--- config.mk ---
export PLATFORM = sky130hd
export DESIGN_NAME = their_seq_process
export DESIGN_NICKNAME = d
export VERILOG_FILES = /design/src/rtl/their_seq_process.sv
export SDC_FILE = /design/constraint.sdc
export NUM_CORES = 1
export LEC_CHECK = 0
export CORE_ASPECT_RATIO = 0.5
export CORE_UTILIZATION = 25
export CTS_CLUSTER_SIZE = 12
export DETAILED_ROUTE_END_ITERATION = 6
export GPL_ROUTABILITY_DRIVEN = 0
export PLACE_DENSITY = 0.41
export SYNTH_ARGS = -nofsm -noshare
export SYNTH_HDL_FRONTEND = slang
export SYNTH_SLANG_ARGS = --single-unit
--- constraint.sdc ---
create_clock -name clk -period 8.2 [get_ports clk]
set_input_delay 2.05 -clock clk [delete_from_list [all_inputs] [get_ports clk]]
set_output_delay 2.05 -clock clk [all_outputs]
set_load 0.1 [all_outputs]
--- src/rtl/their_seq_process.sv ---
// Receive-side SEQ check: classifies each incoming segment against rcv_nxt and produces the next receive state.
// Define THEIR_SEQ_DELAYED_ACK_EN to ACK every ACK_EVERY_N in-order segments; otherwise every accepted segment is ACKed.
module their_seq_process #(
    parameter int FLOWID_W         = 8,
    parameter int ACK_EVERY_N      = 2,
    parameter int RX_PAYLOAD_PTR_W = 14
) (
    input  logic                        clk,
    input  logic                        rst_n,
    input  logic                        seg_val,
    output logic                        seg_rdy,
    input  logic [FLOWID_W-1:0]         seg_flowid,
    input  logic [31:0]                 seg_seq_num,
    input  logic [15:0]                 seg_payload_len,
    input  logic                        seg_fin,
    input  logic [31:0]                 curr_rx_ack_num,
    input  logic [3:0]                  curr_segs_unacked,
    input  logic [RX_PAYLOAD_PTR_W:0]   rx_free_space,
    output logic                        out_val,
    input  logic                        out_rdy,
    output logic [FLOWID_W-1:0]         out_flowid,
    output logic [31:0]                 next_rx_ack_num,
    output logic [3:0]                  next_segs_unacked,
    output logic                        accept_payload,
    output logic                        send_ack_now,
    output logic                        seg_dup,
    output logic                        seg_ooo,
    output logic [RX_PAYLOAD_PTR_W:0]   next_rx_tail_ptr
);

`ifdef THEIR_SEQ_DELAYED_ACK_EN
    localparam bit DELAYED_ACK = 1'b1;
`else
    localparam bit DELAYED_ACK = 1'b0;
`endif
    localparam int         FREE_W     = RX_PAYLOAD_PTR_W + 1;
    localparam int         CMP_W      = ((FREE_W > 16) ? FREE_W : 16) + 1;
    // A threshold of 1 makes every accepted segment force an ACK and keeps the count at zero.
    localparam logic [4:0] ACK_THRESH = DELAYED_ACK ? 5'(ACK_EVERY_N) : 5'd1;

    logic                s1_val;
    logic [FLOWID_W-1:0] s1_flowid;
    logic [31:0]         s1_seq;
    logic [15:0]         s1_len;
    logic                s1_fin;
    logic [FREE_W-1:0]   s1_free;
    logic [31:0]         s1_base_ack;
    logic [3:0]          s1_base_cnt;

    logic                commit_val;
    logic [FLOWID_W-1:0] commit_flowid;
    logic [31:0]         commit_ack;
    logic [3:0]          commit_cnt;

    logic                s1_advance;
    logic [31:0]         base_ack;
    logic [3:0]          base_cnt;
    logic [31:0]         diff;
    logic [4:0]          cnt_inc;
    logic [CMP_W-1:0]    len_ext;
    logic [CMP_W-1:0]    free_ext;

    logic [31:0]         res_ack;
    logic [3:0]          res_cnt;
    logic                res_acc;
    logic                res_send;
    logic                res_dup;
    logic                res_ooo;

    assign s1_advance       = ~out_val | out_rdy;
    assign seg_rdy          = ~s1_val | s1_advance;
    assign next_rx_tail_ptr = next_rx_ack_num[RX_PAYLOAD_PTR_W:0];

    assign diff     = s1_seq - base_ack;
    assign cnt_inc  = {1'b0, base_cnt} + 5'd1;
    assign len_ext  = CMP_W'(s1_len);
    assign free_ext = CMP_W'(s1_free);

    // The newest same-flow result wins: stage 2, then the just-committed entry, then the memory read.
    always_comb begin
        base_ack = s1_base_ack;
        base_cnt = s1_base_cnt;
        if (out_val && (out_flowid == s1_flowid)) begin
            base_ack = next_rx_ack_num;
            base_cnt = next_segs_unacked;
        end else if (commit_val && (commit_flowid == s1_flowid)) begin
            base_ack = commit_ack;
            base_cnt = commit_cnt;
        end
    end

    always_comb begin
        res_ack  = base_ack;
        res_cnt  = 4'd0;
        res_acc  = 1'b0;
        res_send = 1'b1;
        res_dup  = diff[31];
        res_ooo  = ~diff[31] & (diff != 32'd0);
        if (diff == 32'd0) begin
            if (s1_len == 16'd0) begin
                if (s1_fin) begin
                    res_ack = base_ack + 32'd1;
                end else begin
                    res_send = 1'b0;
                    res_cnt  = base_cnt;
                end
            end else if (len_ext <= free_ext) begin
                res_acc = 1'b1;
                res_ack = base_ack + {16'd0, s1_len} + {31'd0, s1_fin};
                if ((cnt_inc < ACK_THRESH) && !s1_fin) begin
                    res_send = 1'b0;
                    res_cnt  = cnt_inc[3:0];
                end
            end
        end
    end

    // While stalled, stage 1 re-latches the forwarded base so it survives the commit entry expiring.
    always_ff @(posedge clk or negedge rst_n) begin
        if (!rst_n) begin
            s1_val      <= 1'b0;
            s1_flowid   <= '0;
            s1_seq      <= '0;
            s1_len      <= '0;
            s1_fin      <= 1'b0;
            s1_free     <= '0;
            s1_base_ack <= '0;
            s1_base_cnt <= '0;
        end else if (seg_rdy) begin
            s1_val <= seg_val;
            if (seg_val) begin
                s1_flowid   <= seg_flowid;
                s1_seq      <= seg_seq_num;
                s1_len      <= seg_payload_len;
                s1_fin      <= seg_fin;
                s1_free     <= rx_free_space;
                s1_base_ack <= curr_rx_ack_num;
                s1_base_cnt <= DELAYED_ACK ? curr_segs_unacked : 4'd0;
            end
        end else if (s1_val) begin
            s1_base_ack <= base_ack;
            s1_base_cnt <= base_cnt;
        end
    end

    always_ff @(posedge clk or negedge rst_n) begin
        if (!rst_n) begin
            out_val           <= 1'b0;
            out_flowid        <= '0;
            next_rx_ack_num   <= '0;
            next_segs_unacked <= '0;
            accept_payload    <= 1'b0;
            send_ack_now      <= 1'b0;
            seg_dup           <= 1'b0;
            seg_ooo           <= 1'b0;
        end else if (s1_advance) begin
            out_val <= s1_val;
            if (s1_val) begin
                out_flowid        <= s1_flowid;
                next_rx_ack_num   <= res_ack;
                next_segs_unacked <= res_cnt;
                accept_payload    <= res_acc;
                send_ack_now      <= res_send;
                seg_dup           <= res_dup;
                seg_ooo           <= res_ooo;
            end
        end
    end

    // Covers the one cycle in which the flow-state memory has not yet absorbed the write-back.
    always_ff @(posedge clk or negedge rst_n) begin
        if (!rst_n) begin
            commit_val    <= 1'b0;
            commit_flowid <= '0;
            commit_ack    <= '0;
            commit_cnt    <= '0;
        end else begin
            commit_val <= out_val & out_rdy;
            if (out_val && out_rdy) begin
                commit_flowid <= out_flowid;
                commit_ack    <= next_rx_ack_num;
                commit_cnt    <= next_segs_unacked;
            end
        end
    end

endmodule

==> flow_summary.ini <==
[outcome]
outcome = complete, no violations

[sta]
fin_crit_sh_pct = 88.56
rsz0062_at_grt = no
finalSetupViolCount = 0
slew_violations = 0
max_freq_mhz = 137.7
max-slew-margin-rel_pct = 26.37
worst_pin_slew_ps = 1105
finalClockSkew_ps = 13.03
fin_tns_setup_ps = 0
finalHoldViolCount = 0
period_needed_ps = 7262

[die]
core_area_um2 = 55720
die_w_um = 338.4
fp.dieH_um = 170.2
num_io_pins = 177
die-area_um2 = 57600
fp-row-count = 61
start_util_pct = 25.39

[detailed_routing]
drt_iter0_markers = 876
drtPass1Iterations = 7
ant_nets = 0
vias = 12590
routed_via_density = 5.093
drc = 0
wl_per_cell_um = 20.95
wl_um = 51760

[power_and_ir_drop]
swShare_pct = 46.87
power_mw = 5.034
cellPowerDensity_nw_per_um2 = 288.0
p_sw_mw = 2.359
leakage_nw = 6.898
p_int_mw = 2.675
ir_worst_vdd_v = 0.0001709
power_frac_seq_pct = 28.4
power_frac_comb_pct = 49.6
power_frac_clock_pct = 22.0

[critical_path]
worstPathArrival_ps = 7690
required_ps = 8630
critical_path_class = register to register
crit_fanout = 6
rrSetupSlack_ps = 940
endpoint_kind = register
critPathLaunchType = register
reg2regPathDepth = 22
rr_startpoint = s1_flowid[1]
reg2reg_to = next_rx_ack_num[26]

[placed_design]
io_buffers = 172
dp_hpwl_um = 38380

[synthesis]
synth_top_cell_by_area = dfrtp_1
synth_top_area_share_pct = 35.91
syn_nets = 1717
synth-seq-cells = 203
synth_fa_ha_area_share_pct = 4.997
synth_edf_count = 0
synth-xor-area-share_pct = 4.378
synth-async-reset-ratio_pct = 100.0
synthSimpleGateAreaFrac_pct = 17.44
seq_area_frac_synth_pct = 35.91
synth.area.top_cells = dfrtp_1 (36%), mux2_2 (9.1%), mux2i_1 (4.1%)
synth_top_family_by_area = compound AO/OA/AOI/OAI gates
synthMuxAreaShare_pct = 13.18
syn-instance-count = 1563
synth_compound_area_share_pct = 18.72
synthFlopType = dfrtp_1
ys_types = 90
syn_area_um2 = 14150
ys_warn_count = 0
synth.avg_cell_area_um2 = 9.051

[global_route]
antenna_found_initial = 0
grt_usage_pct = 17.61
grt_max_degree = 148
grt_overflow = 0
grt_pass1_wl_um = 77650
first_global_vias = 12000

[cts]
cts.sinks = 203
clock_latency_ps = 550
htreeDepth = 1
numCtsBuffers = 24
cts_setup_buffers = 0
clockBufferDepth = 3
path_clk_slew_ps = 60
cts_tree = yes
post_cts_resized = 0
cts-root-buf = clkbuf_16
hold_buffers = 0

[cells_and_area]
num-nets-final = 1850
fill_cells = 5961
syn_to_final_growth_pct = 23.55
regArea_um2 = 5080
multi_input_area_um2 = 8351
drive_above_1_share_pct = 15.05

[worst_hold_path]
min_path_cells = 2
hold_class = register to register
hold_end = commit_ack[12]
min_from = commit_ack[12]

[job]
drv_cap = 0
## through the flow
step	setup WS (ps)	utilization, %	hold slack (ps)	instance area (um2)	cells
4_1_cts	902.6	31.37	488.6	17480	2470
6_report	938.2	31.37	484.6	17480	2471
3_5_place_dp	908.0	29.95	471.7	16690	2426
3_3_place_gp	939.5	29.95	464.3	16690	2426
5_1_grt	544.6	31.37	510.3	17480	2470
2_1_floorplan	1151	-	442.3	14150	1563
## state kept, by name (all words and copies together) (netlist names), 4 cells and up
signal             cells
commit_ack            32
next_rx_ack_num       32
s1_base_ack           32
s1_seq                32
s1_len                16
s1_free               15
commit_flowid          8
out_flowid             8
s1_flowid              8
commit_cnt             4
next_segs_unacked      4
s1_base_cnt            4
## routing by layer
metal / track usage [%] / up-vias / wire, um
met5: 0 / - / 0
li1: - / 6043 / -
met3: 2.357 / 51 / 2171
met4: 3.344 / 0 / 935
met2: 28.78 / 262 / 23520
met1: 24.85 / 6229 / 25130
## worst max-delay path by stage
stage / start / endpoint / slack [ps] / cells after the start
after floorplan: out_flowid[2] / next_rx_ack_num[26] / 1150 / 26
after global placement: s1_flowid[1] / next_rx_ack_num[26] / 940 / 20
after detailed placement: s1_flowid[1] / next_rx_ack_num[26] / 910 / 20
after CTS: s1_flowid[1] / next_rx_ack_num[26] / 900 / 20
after global routing: s1_flowid[1] / next_rx_ack_num[26] / 540 / 20
final: s1_flowid[1] / next_rx_ack_num[26] / 940 / 22
## cell type report
class / count / share of cell area [%]
Tap cell: 756 / 5.412
Clock inverter: 6 / 0.3150
Inverter: 65 / 1.396
Antenna cell: 1 / 0.01432
Clock buffer: 38 / 4.202
Sequential cell: 203 / 29.06
Multi-Input combinational cell: 1187 / 47.77
Timing Repair Buffer: 215 / 11.83
## power groups by stage
stage	sequential, mW	clock [mW]	combinational [mW]
2_1_floorplan	1.72	0	1.44
3_3_place_gp	1.45	0	2.48
3_5_place_dp	1.45	0	2.48
4_1_cts	1.44	1.14	2.49
5_1_grt	1.46	1.18	2.68
6_report	1.43	1.11	2.50
## cell usage in the layout, fill, tap and decap left out, types with 50 or more instances in the layout
cell type | Yosys | layout
o21ai_0 | 99 | 99
a21oi_1 | 75 | 75
inv_1 | 64 | 64
xnor2_1 | 50 | 50
mux2_2 | 114 | 114
nor2_1 | 101 | 100
clkdlybuf4s50_1 | 0 | 169
mux2i_1 | 58 | 58
nand2_1 | 150 | 147
dfrtp_1 | 203 | 203
## kinds of logic (layout without fill, tap and decap cells)
kind of cell / after synthesis / after routing
AO/OA/AOI/OAI: 391 / 391
multiplexers: 172 / 172
flip-flops: 203 / 203
buffers and inverters: 173 / 324
XOR/XNOR: 69 / 69
adder cells (fa/ha/maj): 59 / 59
AND/OR/NAND/NOR: 496 / 496
other: 0 / 1
## critical path: stages, from the launching register on
cell and delay, ps:
dfrtp_1 430, xor2_1 200, or4_1 760, nor3_2 280, mux2i_1 120, o21ai_1 300, ha_1 240, inv_1 90
ha_1 220, or2_2 290, a311oi_1 230, a2bb2oi_1 260, o21ai_0 160, a41oi_1 430, o21ai_0 320, a2111oi_4 410
nor3_1 140, a211oi_1 240, or4b_2 630, or4_1 640, nor4b_4 400, nor3_1 90, a211o_1 280
## Yosys cell counts (all sizes together), types with 27 or more instances
| cell type | n |
|---|---|
| dfrtp | 203 |
| nand2 | 150 |
| mux2 | 114 |
| nor2 | 101 |
| o21ai | 101 |
| a21oi | 75 |
| inv | 65 |
| clkbuf | 64 |
| mux2i | 58 |
| xnor2 | 52 |
| buf | 44 |
| nand4 | 42 |
| ha | 41 |
| nor4 | 38 |
| a31oi | 37 |
| nand3 | 37 |
| o31ai | 35 |
| nor3 | 34 |
| a31o | 27 |
Note: power is estimated with default switching activity, not from simulation.
